[src/rtl/ct_ifu_dbg_snap_ctrl_pkg.sv]
// Shared widths, readout beat layout and FSM encodings for the IFU debug snapshot controller.
package ct_ifu_dbg_snap_ctrl_pkg;

    localparam int DBG_INFO_W = 83;
    localparam int SRC_W      = 2;
    localparam int SNAP_W     = DBG_INFO_W + SRC_W;
    localparam int RD_BEATS   = 3;
    localparam int BEAT_W     = 32;
    localparam int PAD_W      = RD_BEATS * BEAT_W - SNAP_W;

    typedef enum logic [1:0] {
        RD_IDLE = 2'd0,
        RD_B0   = 2'd1,
        RD_B1   = 2'd2,
        RD_B2   = 2'd3
    } rd_state_e;

    // Beat 2 carries the top 19 info bits with the source tag just above them.
    function automatic logic [BEAT_W-1:0] beat_sel(input logic [SNAP_W-1:0] snap,
                                                   input logic [1:0]        beat);
        logic [BEAT_W-1:0] w_beat;
        case (beat)
            2'd0:    w_beat = snap[BEAT_W-1:0];
            2'd1:    w_beat = snap[2*BEAT_W-1:BEAT_W];
            default: w_beat = {{PAD_W{1'b0}}, snap[SNAP_W-1:2*BEAT_W]};
        endcase
        return w_beat;
    endfunction

endpackage

[src/rtl/ct_ifu_dbg_snap_ctrl_if.sv]
// IFU/HAD-side signal bundle of the snapshot controller; slave = controller, master = HAD/IFU side.
interface ct_ifu_dbg_snap_ctrl_if #(
    parameter int DEPTH = 4,
    parameter int WD_W  = 10
);
    import ct_ifu_dbg_snap_ctrl_pkg::*;
    localparam int IDX_W = $clog2(DEPTH);

    logic [DBG_INFO_W-1:0] dbg_info_in;
    logic                  had_rtu_xx_jdbreq;
    logic                  rtu_ifu_xx_dbgon;
    logic                  ifu_progress;
    logic                  had_ifu_wd_en;
    logic [WD_W-1:0]       had_ifu_wd_thresh;
    logic                  had_ifu_clr;
    logic                  had_ifu_rd_req;
    logic [IDX_W-1:0]      had_ifu_rd_idx;
    logic                  ifu_had_rd_ack;
    logic [BEAT_W-1:0]     ifu_had_rd_data;
    logic                  ifu_had_rd_last;
    logic [IDX_W:0]        ifu_had_snap_cnt;
    logic                  ifu_had_wd_hit;

    modport slave (
        input  dbg_info_in, had_rtu_xx_jdbreq, rtu_ifu_xx_dbgon, ifu_progress,
               had_ifu_wd_en, had_ifu_wd_thresh, had_ifu_clr, had_ifu_rd_req, had_ifu_rd_idx,
        output ifu_had_rd_ack, ifu_had_rd_data, ifu_had_rd_last, ifu_had_snap_cnt, ifu_had_wd_hit
    );

    modport master (
        output dbg_info_in, had_rtu_xx_jdbreq, rtu_ifu_xx_dbgon, ifu_progress,
               had_ifu_wd_en, had_ifu_wd_thresh, had_ifu_clr, had_ifu_rd_req, had_ifu_rd_idx,
        input  ifu_had_rd_ack, ifu_had_rd_data, ifu_had_rd_last, ifu_had_snap_cnt, ifu_had_wd_hit
    );

endinterface

[src/rtl/ct_ifu_dbg_snap_buf.sv]
// Snapshot history ring: DEPTH flop entries, one write port, one combinational read port.
module ct_ifu_dbg_snap_buf
    import ct_ifu_dbg_snap_ctrl_pkg::*;
#(
    parameter  int DEPTH = 4,
    localparam int IDX_W = $clog2(DEPTH)
) (
    input  logic              clk,
    input  logic              rst_n,
    input  logic              i_wr_en,
    input  logic              i_clr,
    input  logic [SNAP_W-1:0] i_wr_data,
    input  logic [IDX_W-1:0]  i_rd_addr,
    output logic [SNAP_W-1:0] o_rd_data,
    output logic [IDX_W-1:0]  o_wr_ptr,
    output logic [IDX_W:0]    o_cnt
);

    localparam logic [IDX_W:0] CNT_FULL = (IDX_W + 1)'(DEPTH);

    logic [SNAP_W-1:0] r_mem [DEPTH];
    logic [IDX_W-1:0]  r_wr_ptr;
    logic [IDX_W:0]    r_cnt;

    // Storage is deliberately unreset; validity is tracked by r_cnt alone.
    for (genvar gi = 0; gi < DEPTH; gi++) begin : g_entry
        always_ff @(posedge clk) begin
            if (i_wr_en && (r_wr_ptr == IDX_W'(gi))) begin
                r_mem[gi] <= i_wr_data;
            end
        end
    end

    always_ff @(posedge clk or negedge rst_n) begin
        if (!rst_n) begin
            r_wr_ptr <= '0;
            r_cnt    <= '0;
        end else if (i_clr) begin
            r_wr_ptr <= '0;
            r_cnt    <= '0;
        end else if (i_wr_en) begin
            r_wr_ptr <= r_wr_ptr + 1'b1;
            if (r_cnt != CNT_FULL) begin
                r_cnt <= r_cnt + 1'b1;
            end
        end
    end

    assign o_rd_data = r_mem[i_rd_addr];
    assign o_wr_ptr  = r_wr_ptr;
    assign o_cnt     = r_cnt;

endmodule

[src/rtl/ct_ifu_dbg_snap_ctrl.sv]
// IFU debug snapshot controller: trigger detection, no-progress watchdog and 3-beat HAD readout.
module ct_ifu_dbg_snap_ctrl
    import ct_ifu_dbg_snap_ctrl_pkg::*;
#(
    parameter  int DEPTH = 4,
    parameter  int WD_W  = 10,
    localparam int IDX_W = $clog2(DEPTH)
) (
    input  logic                  forever_cpuclk,
    input  logic                  cpurst_b,
    ct_ifu_dbg_snap_ctrl_if.slave bus
);

    logic              r_jdb_prev;
    logic [WD_W-1:0]   r_wd_cnt;
    logic              r_wd_hit;
    logic [SNAP_W-1:0] r_shadow;
    rd_state_e         r_state;
    rd_state_e         w_state_next;

    logic              w_jdb_lvl;
    logic              w_jdb_trig;
    logic              w_wd_trig;
    logic              w_wd_clr;
    logic              w_cap;
    logic [IDX_W-1:0]  w_wr_ptr;
    logic [IDX_W:0]    w_snap_cnt;
    logic [IDX_W-1:0]  w_rd_addr;
    logic [SNAP_W-1:0] w_rd_entry;
    logic              w_rd_valid;
    logic              w_accept;
    logic [1:0]        w_beat_idx;

    assign w_jdb_lvl  = bus.had_rtu_xx_jdbreq & ~bus.rtu_ifu_xx_dbgon;
    assign w_jdb_trig = w_jdb_lvl & ~r_jdb_prev;
    assign w_wd_trig  = (bus.had_ifu_wd_thresh != '0) && (r_wd_cnt == bus.had_ifu_wd_thresh);
    assign w_wd_clr   = bus.ifu_progress | ~bus.had_ifu_wd_en | bus.rtu_ifu_xx_dbgon | bus.had_ifu_clr;
    assign w_cap      = (w_jdb_trig | w_wd_trig) & ~bus.had_ifu_clr;

    always_ff @(posedge forever_cpuclk or negedge cpurst_b) begin
        if (!cpurst_b) begin
            r_jdb_prev <= 1'b0;
            r_wd_cnt   <= '0;
            r_wd_hit   <= 1'b0;
        end else begin
            r_jdb_prev <= w_jdb_lvl;
            r_wd_cnt   <= (w_wd_clr || w_wd_trig) ? '0 : r_wd_cnt + 1'b1;
            if (bus.had_ifu_clr) begin
                r_wd_hit <= 1'b0;
            end else if (w_wd_trig) begin
                r_wd_hit <= 1'b1;
            end
        end
    end

    ct_ifu_dbg_snap_buf #(.DEPTH(DEPTH)) u_buf (
        .clk       (forever_cpuclk),
        .rst_n     (cpurst_b),
        .i_wr_en   (w_cap),
        .i_clr     (bus.had_ifu_clr),
        .i_wr_data ({w_wd_trig, w_jdb_trig, bus.dbg_info_in}),
        .i_rd_addr (w_rd_addr),
        .o_rd_data (w_rd_entry),
        .o_wr_ptr  (w_wr_ptr),
        .o_cnt     (w_snap_cnt)
    );

    // Index 0 is the newest entry, i.e. the slot just behind the write pointer.
    assign w_rd_addr  = w_wr_ptr - IDX_W'(1) - bus.had_ifu_rd_idx;
    assign w_rd_valid = {1'b0, bus.had_ifu_rd_idx} < w_snap_cnt;
    assign w_accept   = (r_state == RD_IDLE) && bus.had_ifu_rd_req;

    always_ff @(posedge forever_cpuclk or negedge cpurst_b) begin
        if (!cpurst_b) begin
            r_state  <= RD_IDLE;
            r_shadow <= '0;
        end else begin
            r_state <= w_state_next;
            if (w_accept) begin
                r_shadow <= w_rd_valid ? w_rd_entry : '0;
            end
        end
    end

    always_comb begin
        w_state_next = r_state;
        case (r_state)
            RD_IDLE: if (bus.had_ifu_rd_req) w_state_next = RD_B0;
            RD_B0:   w_state_next = RD_B1;
            RD_B1:   w_state_next = RD_B2;
            RD_B2:   w_state_next = RD_IDLE;
            default: w_state_next = RD_IDLE;
        endcase
    end

    assign w_beat_idx           = 2'(r_state) - 2'd1;
    assign bus.ifu_had_rd_ack   = (r_state != RD_IDLE);
    assign bus.ifu_had_rd_data  = bus.ifu_had_rd_ack ? beat_sel(r_shadow, w_beat_idx) : '0;
    assign bus.ifu_had_rd_last  = bus.ifu_had_rd_ack && (w_beat_idx == 2'(RD_BEATS - 1));
    assign bus.ifu_had_snap_cnt = w_snap_cnt;
    assign bus.ifu_had_wd_hit   = r_wd_hit;

endmodule

[src/flat_wrapper.sv]
// flat-port wrapper written by rule: the top's interface ports become plain ports
module ct_ifu_dbg_snap_ctrl_flat import ct_ifu_dbg_snap_ctrl_pkg::*;
#(
    parameter  int DEPTH = 4,
    parameter  int WD_W  = 10,
    localparam int IDX_W = $clog2(DEPTH)
)
  (forever_cpuclk, cpurst_b, bus_dbg_info_in, bus_had_rtu_xx_jdbreq, bus_rtu_ifu_xx_dbgon, bus_ifu_progress, bus_had_ifu_wd_en, bus_had_ifu_wd_thresh, bus_had_ifu_clr, bus_had_ifu_rd_req, bus_had_ifu_rd_idx, bus_ifu_had_rd_ack, bus_ifu_had_rd_data, bus_ifu_had_rd_last, bus_ifu_had_snap_cnt, bus_ifu_had_wd_hit);
  ct_ifu_dbg_snap_ctrl_if #(.DEPTH(DEPTH), .WD_W(WD_W)) bus_i ();
  input  logic forever_cpuclk;
  input  logic cpurst_b;
  input wire logic [$bits(bus_i.dbg_info_in)-1:0] bus_dbg_info_in;
  input wire logic [$bits(bus_i.had_rtu_xx_jdbreq)-1:0] bus_had_rtu_xx_jdbreq;
  input wire logic [$bits(bus_i.rtu_ifu_xx_dbgon)-1:0] bus_rtu_ifu_xx_dbgon;
  input wire logic [$bits(bus_i.ifu_progress)-1:0] bus_ifu_progress;
  input wire logic [$bits(bus_i.had_ifu_wd_en)-1:0] bus_had_ifu_wd_en;
  input wire logic [$bits(bus_i.had_ifu_wd_thresh)-1:0] bus_had_ifu_wd_thresh;
  input wire logic [$bits(bus_i.had_ifu_clr)-1:0] bus_had_ifu_clr;
  input wire logic [$bits(bus_i.had_ifu_rd_req)-1:0] bus_had_ifu_rd_req;
  input wire logic [$bits(bus_i.had_ifu_rd_idx)-1:0] bus_had_ifu_rd_idx;
  output wire logic [$bits(bus_i.ifu_had_rd_ack)-1:0] bus_ifu_had_rd_ack;
  output wire logic [$bits(bus_i.ifu_had_rd_data)-1:0] bus_ifu_had_rd_data;
  output wire logic [$bits(bus_i.ifu_had_rd_last)-1:0] bus_ifu_had_rd_last;
  output wire logic [$bits(bus_i.ifu_had_snap_cnt)-1:0] bus_ifu_had_snap_cnt;
  output wire logic [$bits(bus_i.ifu_had_wd_hit)-1:0] bus_ifu_had_wd_hit;
  assign bus_i.dbg_info_in = bus_dbg_info_in;
  assign bus_i.had_rtu_xx_jdbreq = bus_had_rtu_xx_jdbreq;
  assign bus_i.rtu_ifu_xx_dbgon = bus_rtu_ifu_xx_dbgon;
  assign bus_i.ifu_progress = bus_ifu_progress;
  assign bus_i.had_ifu_wd_en = bus_had_ifu_wd_en;
  assign bus_i.had_ifu_wd_thresh = bus_had_ifu_wd_thresh;
  assign bus_i.had_ifu_clr = bus_had_ifu_clr;
  assign bus_i.had_ifu_rd_req = bus_had_ifu_rd_req;
  assign bus_i.had_ifu_rd_idx = bus_had_ifu_rd_idx;
  assign bus_ifu_had_rd_ack = bus_i.ifu_had_rd_ack;
  assign bus_ifu_had_rd_data = bus_i.ifu_had_rd_data;
  assign bus_ifu_had_rd_last = bus_i.ifu_had_rd_last;
  assign bus_ifu_had_snap_cnt = bus_i.ifu_had_snap_cnt;
  assign bus_ifu_had_wd_hit = bus_i.ifu_had_wd_hit;
  ct_ifu_dbg_snap_ctrl #(.DEPTH(DEPTH), .WD_W(WD_W)) u_core (.forever_cpuclk(forever_cpuclk), .cpurst_b(cpurst_b), .bus(bus_i));
endmodule
[config.mk]
export PLATFORM = sky130hd
export DESIGN_NAME = ct_ifu_dbg_snap_ctrl_flat
export DESIGN_NICKNAME = d
export VERILOG_FILES = /design/src/rtl/ct_ifu_dbg_snap_ctrl_pkg.sv /design/src/rtl/ct_ifu_dbg_snap_ctrl_if.sv /design/src/rtl/ct_ifu_dbg_snap_buf.sv /design/src/rtl/ct_ifu_dbg_snap_ctrl.sv /design/src/flat_wrapper.sv
export SDC_FILE = /design/constraint.sdc
export NUM_CORES = 1
export LEC_CHECK = 0
export ABC_CLOCK_PERIOD_IN_PS = 12300
export CAP_MARGIN = 20
export CORE_ASPECT_RATIO = 0.8
export CORE_MARGIN = 2
export CORE_UTILIZATION = 40
export CTS_CLUSTER_SIZE = 10
export DETAILED_ROUTE_END_ITERATION = 6
export GPL_TIMING_DRIVEN = 0
export PLACE_DENSITY_LB_ADDON = 0.3
export SLEW_MARGIN = 20
export SYNTH_ARGS = -nofsm -noshare
export SYNTH_HDL_FRONTEND = slang
export SYNTH_SLANG_ARGS = --single-unit
[constraint.sdc]
create_clock -name forever_cpuclk -period 12.3 [get_ports forever_cpuclk]
set_input_delay 2.46 -clock forever_cpuclk [delete_from_list [all_inputs] [get_ports forever_cpuclk]]
set_output_delay 2.46 -clock forever_cpuclk [all_outputs]
set_load 0.02 [all_outputs]
==> results.toml <==
[critical_path]
crit_type = "flip-flop to output pin"
required_ns = 9.84
crit_chain = "inv_1 -> ha_1 -> clkbuf_1 -> clkbuf_1 -> nor2_1 -> a211oi_1 -> clkdlybuf4s50_1"
crit_fanout = 10
slowest_delay_ns = 0.70
crit_slowest_cell = "clkdlybuf4s50_1"
cp_data_arrival_time_ns = 3.46
r2r.worst_path.cells = 11
r2r-start = "u_core.r_wd_cnt[8]"
r2r-end = "u_core.u_buf.r_mem[2][79]"
cp_common_cell = "clkbuf_1"
critPathLaunchType = "flip-flop"
endpoint_kind = "output pin"
reg2reg_setup_slack_ns = 8.58

[die]
core_area_sq_um = 42200
num_rows = 67
start_util_pct = 40.8
io_pins = 141
dieHeight_um = 189
die_w_um = 236
die-area_sq_um = 44700

[clock_tree]
cts_max_path_buffers = 3
cts_sinks = 444
worstSkewPairLatency_ns = 0.57
postCtsResizedCells = 0
cts_tree = "built"
root_buffer = "clkbuf_16"
postCtsHoldBufs = 0
htreeDepth = 2
cts_setup_buffers = 0
clk_pin_slew_ns = 0.06
cts_buffers = 50

[yosys]
synth_edf_count = 340
yosys_warnings = 0
synthesis.nets = 1165
syn_area_sq_um = 17200
synth_top_area_share_pct = 59.4
synthTopCellsByCount = "edfxtp_1 (340), mux2i_1 (171), dfrtp_1 (104)"
yosysSeqAreaShare_pct = 74.5
yosysTopAreaCell = "edfxtp_1"
ys_ff_latch = 444
async_reset_ff_share_pct = 23.4
synthTopCellsByArea = "edfxtp_1 (59%), dfrtp_1 (15%), mux2i_1 (10%)"
syn_area_per_cell_sq_um = 16.4
synth.distinct_cells = 42
synth_cells = 1047
synth.most_common_cell = "edfxtp_1"
synthFlopType = "edfxtp_1"

[routing]
drc = 0
vias = 10100
wl_per_cell_um = 22.3
wl_mm = 42.1
drt-pass1-iter-count = 4
drt_iter0_drc = 954
routed_via_density = 5.36
ant_nets = 0

[timing]
slew_viol_final = 0
rsz0062_at_grt = "no"
worst_pin_slew_ns = 1.10
setup_violations = 0
layout_setup_ws_ns = 6.38
fin_skew_ns = 0.0215
finalCritPeriodShare_pct = 48.1
hold_violations = 0
setup_tns_ns = 0
hold_ws_ns = 0.488
relSlewSlack_pct = 27.0
fin_crit_ns = 5.92
timing.fmax_mhz = 169

[pwr]
power_mw = 4.20
cellLeakagePower_nw = 7.84
vdd_drop_max_v = 0.0000885
power_density_nw_per_um2 = 198

[global_route]
grt_pass1_vias = 10200
overflow = 0
grt_max_degree = 58
grt_use_total_pct = 18.8
grt_pass1_wl_mm = 63.2
antenna_found_initial = 9

[hold_path]
whs_path_depth = 2
hold_end = "u_core.r_shadow[22]"
hold_path_class = "flip-flop to flip-flop"
min-delay-start = "u_core.r_shadow[22]"

[place]
dpl.hpwl_mm = 29.0
portBuffers = 140
pre_cts_slack_ns = 6.04
place_congestion = 0.822

[flow_run]
drv_cap = 0

[layout]
num-nets-final = 1409
syn_to_final_growth_pct = 23.2
layout-drive-gt1-share_pct = 9.64
fin_util_pct = 50.2

[run_status]
status = "completed"
## cells by family after synthesis
group                      count (synthesis)  synth area share, %
AOI/OAI and AO/OA                        150                 7.20
xor gates and xnor gates                  20                 1.02
adders and majority gates                 15                 1.09
buffers and inverters                     73                 1.71
DFF                                      444                 74.5
muxes                                    173                 10.1
and+or+nand+nor                          172                 4.36
## metrics by stage
stage,instances,cell area [sq um]
3_3_place_gp,1739,19300
6_report,1883,21200
4_1_cts,1880,21200
2_1_floorplan,1047,17200
5_1_grt,1880,21200
3_5_place_dp,1791,19700
## registers in the layout (all words and copies together), names as in the netlist
register	flops
u_core.bus.ifu_had_wd_hit	1
u_core.r_jdb_prev	1
u_core.r_shadow	85
u_core.r_state	2
u_core.r_wd_cnt	10
u_core.u_buf.o_cnt	3
u_core.u_buf.o_wr_ptr	2
u_core.u_buf.r_mem	340
## metal layers
| metal | global-route usage, % | vias to the layer above | wire length [um] |
|---|---|---|---|
| met5 | 0 | - | 57 |
| met4 | 6.15 | 10 | 1170 |
| met3 | 4.83 | 91 | 3100 |
| met2 | 28.4 | 338 | 18600 |
| met1 | 26.5 | 5069 | 19200 |
| li1 | - | 4578 | - |
## critical path: cells and delay by family, from the launching register on
kind / cells / cell delay (ns)
flip-flops: 1 / 0.42
AO/OA/AOI/OAI: 1 / 0.46
adder cells (fa/ha/maj): 1 / 0.28
AND/OR/NAND/NOR: 1 / 0.11
buffers and inverters: 4 / 1.63
## area by class of cell
type                       count  area (sq um)
antenna                        3          7.51
buffer                        62           253
clock buffer                  87          1410
clock inverter                 2          13.8
fill                        3462         21000
inverter                      11          41.3
multi-input combinational    530          4110
sequential                   444         12800
tap                          552           691
timing repair buffer         192          1840
## power by group
| part | internal (mW) | total, mW | switching [mW] |
|---|---|---|---|
| logic | 0.392 | 0.964 | 0.573 |
| clock network | 0.769 | 1.33 | 0.559 |
| registers | 1.77 | 1.91 | 0.136 |
## how the worst max path moves through the flow
stage	startpoint	end
final	u_core.r_state[1]	bus_ifu_had_rd_data[20]
after global routing	u_core.r_state[1]	bus_ifu_had_rd_data[13]
after CTS	u_core.r_state[1]	bus_ifu_had_rd_data[20]
after detailed placement	bus_had_ifu_wd_thresh[8]	u_core.u_buf.r_mem[2][82]
after global placement	bus_had_ifu_wd_thresh[9]	u_core.u_buf.r_mem[1][72]
after floorplan	bus_had_ifu_wd_thresh[9]	u_core.u_buf.r_mem[0][0]
## cell usage in the layout, fill, tap and decap left out, drive strengths merged, types with 4 or more instances in the layout
master,count
a211oi,22
a21oi,6
a22oi,33
and3,5
buf,68
clkbuf,134
clkdlybuf4s50,139
dfrtp,104
edfxtp,340
ha,15
inv,12
mux2i,171
nand2,93
nor2,47
nor3b,4
o221ai,85
xnor2,14
xor2,6
No activity file was read; power rests on OpenSTA's default activity.
